`src/rtl/branch_predict_unit.sv`:
```
// Direct-mapped BTB with 2-bit counters: zero-latency IF lookup, combinational MEM resolve/flush, update on clk edge.
// Optional perf counters enabled by defining BPU_PERF_CNT_EN; otherwise the count outputs are tied to zero.
module branch_predict_unit #(
    parameter int IDX_W = 4,
    parameter int XLEN  = 32
) (
    input  logic            clk,
    input  logic            rst_n,
    input  logic [XLEN-1:0] pc_if,
    output logic            pred_taken_o,
    output logic [XLEN-1:0] pred_target_o,
    input  logic            mem_is_branch,
    input  logic            mem_zero,
    input  logic [XLEN-1:0] mem_pc_branch,
    input  logic [XLEN-1:0] mem_pc4,
    input  logic            mem_pred_taken,
    output logic            flush_o,
    output logic [XLEN-1:0] redirect_pc_o,
    output logic [31:0]     branch_cnt_o,
    output logic [31:0]     mispredict_cnt_o
);
    localparam int ENTRIES = 1 << IDX_W;
    localparam int TAG_W   = XLEN - IDX_W - 2;

    logic [ENTRIES-1:0] valid_q;
    logic [TAG_W-1:0]   tag_q    [ENTRIES];
    logic [XLEN-1:0]    target_q [ENTRIES];
    logic [1:0]         ctr_q    [ENTRIES];

    logic [IDX_W-1:0] if_idx;
    logic             if_hit;
    logic             actual;
    logic [XLEN-1:0]  bpc;
    logic [IDX_W-1:0] mem_idx;
    logic [TAG_W-1:0] mem_tag;
    logic             mem_hit;
    logic [1:0]       ctr_nxt;
    logic             unused_lsb;

    // IF lookup reads the registered state only, so a same-cycle update is seen next cycle.
    assign if_idx        = pc_if[IDX_W+1:2];
    assign if_hit        = valid_q[if_idx] && (tag_q[if_idx] == pc_if[XLEN-1:IDX_W+2]);
    assign pred_taken_o  = if_hit && ctr_q[if_idx][1];
    assign pred_target_o = if_hit ? target_q[if_idx] : '0;

    assign actual        = mem_is_branch && mem_zero;
    assign flush_o       = mem_is_branch && (actual != mem_pred_taken);
    assign redirect_pc_o = flush_o ? (actual ? mem_pc_branch : mem_pc4) : '0;

    assign bpc     = mem_pc4 - XLEN'(4);
    assign mem_idx = bpc[IDX_W+1:2];
    assign mem_tag = bpc[XLEN-1:IDX_W+2];
    assign mem_hit = valid_q[mem_idx] && (tag_q[mem_idx] == mem_tag);

    assign unused_lsb = &{1'b0, bpc[1:0], pc_if[1:0]};

    always_comb begin
        ctr_nxt = ctr_q[mem_idx];
        if (actual) begin
            if (ctr_q[mem_idx] != 2'b11) ctr_nxt = ctr_q[mem_idx] + 2'b01;
        end else begin
            if (ctr_q[mem_idx] != 2'b00) ctr_nxt = ctr_q[mem_idx] - 2'b01;
        end
    end

    always_ff @(posedge clk or negedge rst_n) begin
        if (!rst_n) begin
            valid_q <= '0;
            for (int i = 0; i < ENTRIES; i++) begin
                tag_q[i]    <= '0;
                target_q[i] <= '0;
                ctr_q[i]    <= 2'b01;
            end
        end else if (mem_is_branch) begin
            if (mem_hit) begin
                ctr_q[mem_idx] <= ctr_nxt;
                if (actual) target_q[mem_idx] <= mem_pc_branch;
            end else begin
                // Miss replaces whatever lived at this index, including an aliasing branch.
                valid_q[mem_idx]  <= 1'b1;
                tag_q[mem_idx]    <= mem_tag;
                target_q[mem_idx] <= mem_pc_branch;
                ctr_q[mem_idx]    <= actual ? 2'b10 : 2'b01;
            end
        end
    end

`ifdef BPU_PERF_CNT_EN
    logic [31:0] branch_cnt_q;
    logic [31:0] mispredict_cnt_q;

    always_ff @(posedge clk or negedge rst_n) begin
        if (!rst_n) begin
            branch_cnt_q     <= '0;
            mispredict_cnt_q <= '0;
        end else begin
            if (mem_is_branch) branch_cnt_q <= branch_cnt_q + 32'd1;
            if (flush_o) mispredict_cnt_q <= mispredict_cnt_q + 32'd1;
        end
    end

    assign branch_cnt_o     = branch_cnt_q;
    assign mispredict_cnt_o = mispredict_cnt_q;
`else
    assign branch_cnt_o     = 32'h0;
    assign mispredict_cnt_o = 32'h0;
`endif

endmodule

```
`config.mk`:
```
export PLATFORM = sky130hd
export DESIGN_NAME = branch_predict_unit
export DESIGN_NICKNAME = d
export VERILOG_FILES = /design/src/rtl/branch_predict_unit.sv
export SDC_FILE = /design/constraint.sdc
export NUM_CORES = 2
export LEC_CHECK = 0
export BUFFER_PORTS_ARGS = -buffer_cell sky130_fd_sc_hd__buf_4
export CAP_MARGIN = 10
export CORE_MARGIN = 3
export CORE_UTILIZATION = 60
export DETAILED_ROUTE_END_ITERATION = 7
export PLACE_DENSITY = 0.78
export SYNTH_ARGS = -nofsm -noshare
export SYNTH_HDL_FRONTEND = slang
export SYNTH_SLANG_ARGS = --single-unit
```
`constraint.sdc`:
```
create_clock -name clk -period 6.35 [get_ports clk]
set_input_delay 1.27 -clock clk [delete_from_list [all_inputs] [get_ports clk]]
set_output_delay 1.27 -clock clk [all_outputs]
set_load 0.05 [all_outputs]
```
# Word level (Yosys, flattened, before mapping)
# Index checks and enable logic that the tools add are counted.
[word_totals]
elab_cells = 118
reg_bits = 976
inputBits = 101
out_inout_bits = 130
[classes]
mux = 41
reduce_logical = 10
add_sub_neg = 3
magnitude_cmp = 6
bitwise = 4
eq_ne = 5
[op_table]
columns = ["op", "n"]
rows = [
  ["$mux W512", 2],
  ["$bwmux W512", 1],
  ["$bwmux W416", 1],
  ["$mux W32", 7],
  ["$bmux W26 S4", 2],
  ["$mux W26", 5],
  ["$bmux W32 S4", 1],
  ["$demux W32 S4", 1],
  ["$demux W26 S4", 1],
  ["$bwmux W32", 2],
  ["$eq A26 B26 Y1", 2],
  ["$sub A32 B3 Y32 const B", 1],
  ["$mux W2", 9],
  ["$bmux W2 S4", 2],
  ["$or A16 B16 Y16", 1],
  ["$ge A5 B5 Y1 const B", 2],
  ["$lt A4 B5 Y1 const B", 2],
  ["$not A4 Y5", 2],
  ["$bmux W1 S4", 2],
  ["$demux W2 S4", 1],
  ["$logic_and A1 B1 Y1", 7],
  ["$lt A5 B1 Y1 const B", 1],
  ["$demux W1 S4", 1],
  ["$ge A4 B1 Y1 const B", 1],
  ["8 further kinds", 12],
]

# Depth between registers and ports, before layout
[logic_depth]
depth_word = 10
mapped_depth = 19
ltp_nobuf = 12

# Worst setup path after synthesis
# OpenSTA, ideal clock, no wires.
[synth_timing]
path_kind = "input to output"
from = "input pc_if[3]"
to = "output pred_target_o[10]"
slack_ns = 0.019
n_path_buf = 4
path_stages = 10
arrival_time_ns = 5.061
cell_sequence = "clkbuf_1 buf_1 buf_1 mux4_2 mux4_2 xor2_1 nor4_1 nand4_1 clkbuf_1 nor2b_1"
[synth_via]
elab_chain_len = 7
[synth_rtl]
columns = ["element", "line_no", "text"]
rows = [
  ["start: declaration", "9", "input logic [XLEN-1:0] pc_if,"],
  ["$not A4 Y5 (not written as such)", "42, 44", ""],
  ["$bmux W26 S4", "42", "assign if_hit = valid_q[if_idx] && (tag_q[if_idx] == pc_if[XLEN-1:IDX_W+2]);"],
  ["$mux W26 (not written as such) (2 in series)", "42", ""],
  ["$eq A26 B26 Y1", "42", ""],
  ["$logic_and A1 B1 Y1", "42", ""],
  ["$mux W32 (*)", "44", "assign pred_target_o = if_hit ? target_q[if_idx] : '0;"],
  ["end: declaration", "11", "output logic [XLEN-1:0] pred_target_o,"],
]
# Every way passes the cells marked *; elsewhere a longest branch is shown, timed or not. The select of a mux whose other input is x is not followed.

# Worst setup path after layout
[layout_timing]
from = "input pc_if[3]"
to = "output pred_target_o[9]"
# Same word-level chain as after synthesis.

==> key figures <==
Global route
  • Vias in the first global route: 34390
  • Initial antenna violation count: 10
  • Tot GR Track Use: 0.3211
  • Gr ovfl total: 0
  • Largest net degree at the start of global routing: 178
  • First-pass GRT wire length: 218200 µm

Floorplanning
  • Row cnt: 107
  • Initial Util: 0.6078
  • Io pins: 231
  • Die height: 300.2 µm
  • Core Area: 85410 µm²
  • Die area: 90090 µm²
  • Die X: 300.2 µm

Setup path
  • Worst path slowest cell: mux4_2
  • Req. time, crit path: 5080 ps
  • Worst path max stage delay: 540 ps
  • Crit path max fanout: 43
  • Arrival @ worst endpoint: 4800 ps
  • Crit. End Element: output pin
  • Crit-path cells: buf_8, buf_4, mux4_2, mux4_2, xnor2_1, nand4_1, nor4_1, buf_4, nand4_1, buf_12, nor2b_1, buf_4
  • Family with the most delay on the worst path: buffers and inverters
  • WP buf/inv: 5
  • CP startpoint kind: input port
  • Top cell by count, worst path: buf_4
  • Crit path kind: input port to output pin

Pwr
  • P per Cell Area: 344.3 nW/µm²
  • Maximum VDD drop: 0.2698 mV
  • Pwr Total: 0.02002 W
  • Pleak: 25.11 nW

STA
  • Minimum clock period: 6071 ps
  • Unrepaired setup endpoints after global routing: false
  • Slew Limit Fails: 0
  • # setup viols final: 0
  • Period utilisation layout: 0.9561
  • Slew HR: 0.1910
  • Fin Setup TNS: 0 ps
  • Clock Skews: 32.87 ps
  • Hold Slack: 482.6 ps
  • F_max: 164.7 MHz
  • Worst-Margin Slew: 1206 ps
  • Final Hold Fails: 0

Status
  • Status: complete, no violations

Yosys
  • Synthesized area: 51920 µm²
  • Main synth FF type: dfrtp_1
  • Cells after Synth: 3402
  • Yosys warnings: 0
  • Post-synth ARST share: 1.000
  • Register area share after synthesis: 0.4708
  • Post-synth cell types: 66
  • FF+latch count, synth: 976
  • Number of synthesized flops with an enable pin: 0
  • Syn avg cell area: 15.26 µm²

Hold path
  • Min-Delay Path Class: flop to flop

Routing
  • DR iter-0 viols: 3293
  • DRC: 0
  • DR WL/cell: 30.10 µm
  • Pre-antenna DRT Iters: 5
  • ANT nets after route: 0
  • Via count: 32180
  • Post-DR vias/cell: 6.777
  • WL final: 142900 µm

Clock network
  • CTS Buf Count: 100
  • TritonCTS clock tree: done
  • Root buffer cell: clkbuf_16
  • CTS max path bufs: 3
  • Hold buffers post-CTS: 0
  • Post-CTS setup buffers: 0
  • Clk_lat worst skew: 680 ps
  • H-tree levels: 3
  • Clock transition at the registers of the reported paths: 60 ps
  • Clock sinks: 976
  • Post-CTS Resized: 0

Final layout
  • Layout Nets: 3625
  • Leading cell type in the layout, fill and taps excluded: dfrtp_1
  • Share of cells above drive strength 1: 0.3493
  • P&R area growth vs syn: 11.99%
  • Commonest cells after routing, fill and taps aside: 960 x dfrtp_1, 629 x mux2_1, 405 x mux4_2

Flow run
  • Max Cap Viol: 0

Placed design
  • Final HPWL DP: 89180 µm
  • PortBufs: 164
  • Routability cong.: 0.9114
[synthesized netlist by cell type, types with 31 or more instances]
library cell  instances  area (µm²)
a21oi_1              56       280.3
buf_2                39       195.2
buf_4               102       765.7
buf_6                41       461.7
clkbuf_1            154       578.1
dfrtp_1             960       24020
mux2_1              629        7083
mux2_4              300        4504
mux2i_1              32       320.3
mux4_2              405        9121
nand2_1             134       503.0
nor2b_1              75       469.2
xnor2_1              31       271.5
xor2_1               44       385.4
[stage by stage]
stage | util | setup WS [ps] | instance area [µm²] | std cells
after CTS | 0.6805 | 312.9 | 58130 | 4743
after floorplan | - | 18.54 | 52150 | 3465
after detailed placement | 0.6397 | 241.6 | 54640 | 4561
final | 0.6807 | 279.0 | 58140 | 4749
after global routing | 0.6806 | 95.47 | 58140 | 4747
after global placement | 0.6397 | 340.5 | 54640 | 4561
[state kept, by name (all words and copies together), names as in the netlist]
name      cells
valid_q      16
target_q    512
ctr_q        32
tag_q       416
[report_power, final]
part	leakage [nW]	switching [W]	total (W)	internal, W
Combinational	11.5	0.00187	0.00476	0.00289
Sequential	11.9	0.00114	0.00908	0.00795
Clock	1.71	0.00255	0.00617	0.00362
[cells by family after synthesis]
group | share of synthesized area
mux | 0.4055
flops | 0.4708
simple gates | 0.04478
buf+inv | 0.04251
compound gates | 0.02155
xor+xnor | 0.01359
fa+ha+maj | 0.001205
other cells | 0.00007223
[final cells by class]
cell class,count,area (µm²)
Antenna cell,6,15.01
Clock buffer,145,3003
Clock inverter,37,485.5
Fill cell,5687,27270
Inverter,27,101.3
Multi-Input combinational cell,2098,25560
Sequential cell,976,24440
Tap cell,1144,1431
Timing Repair Buffer,316,3097
[per-layer routing]
layer  up-vias  routed length [µm]  track usage  part of all wire
met5         -                  55            0           0.00038
met4         8                6752       0.1372             0.047
met3       422               12520      0.07040             0.088
met2      1686               68760       0.5136              0.48
met1     17210               54860       0.4295              0.38
li1      12860                   -            -                 -
[final timing paths]
check | depth (start not counted) | slack, ps | endpoint | from
min in group asynchronous | 1 | 680 | target_q[481]$_DFFE_PN0P_ | rst_n
max reg2reg | 11 | 2170 | target_q[287]$_DFFE_PN0P_ | tag_q[223]$_DFFE_PN0P_
min | 1 | 480 | target_q[44]$_DFFE_PN0P_ | target_q[44]$_DFFE_PN0P_
min reg2reg | 1 | 480 | target_q[44]$_DFFE_PN0P_ | target_q[44]$_DFFE_PN0P_
max in group asynchronous | 2 | 4050 | tag_q[168]$_DFFE_PN0P_ | rst_n
max | 12 | 280 | pred_target_o[9] | pc_if[3]
Power figures use the tool's default switching activity.
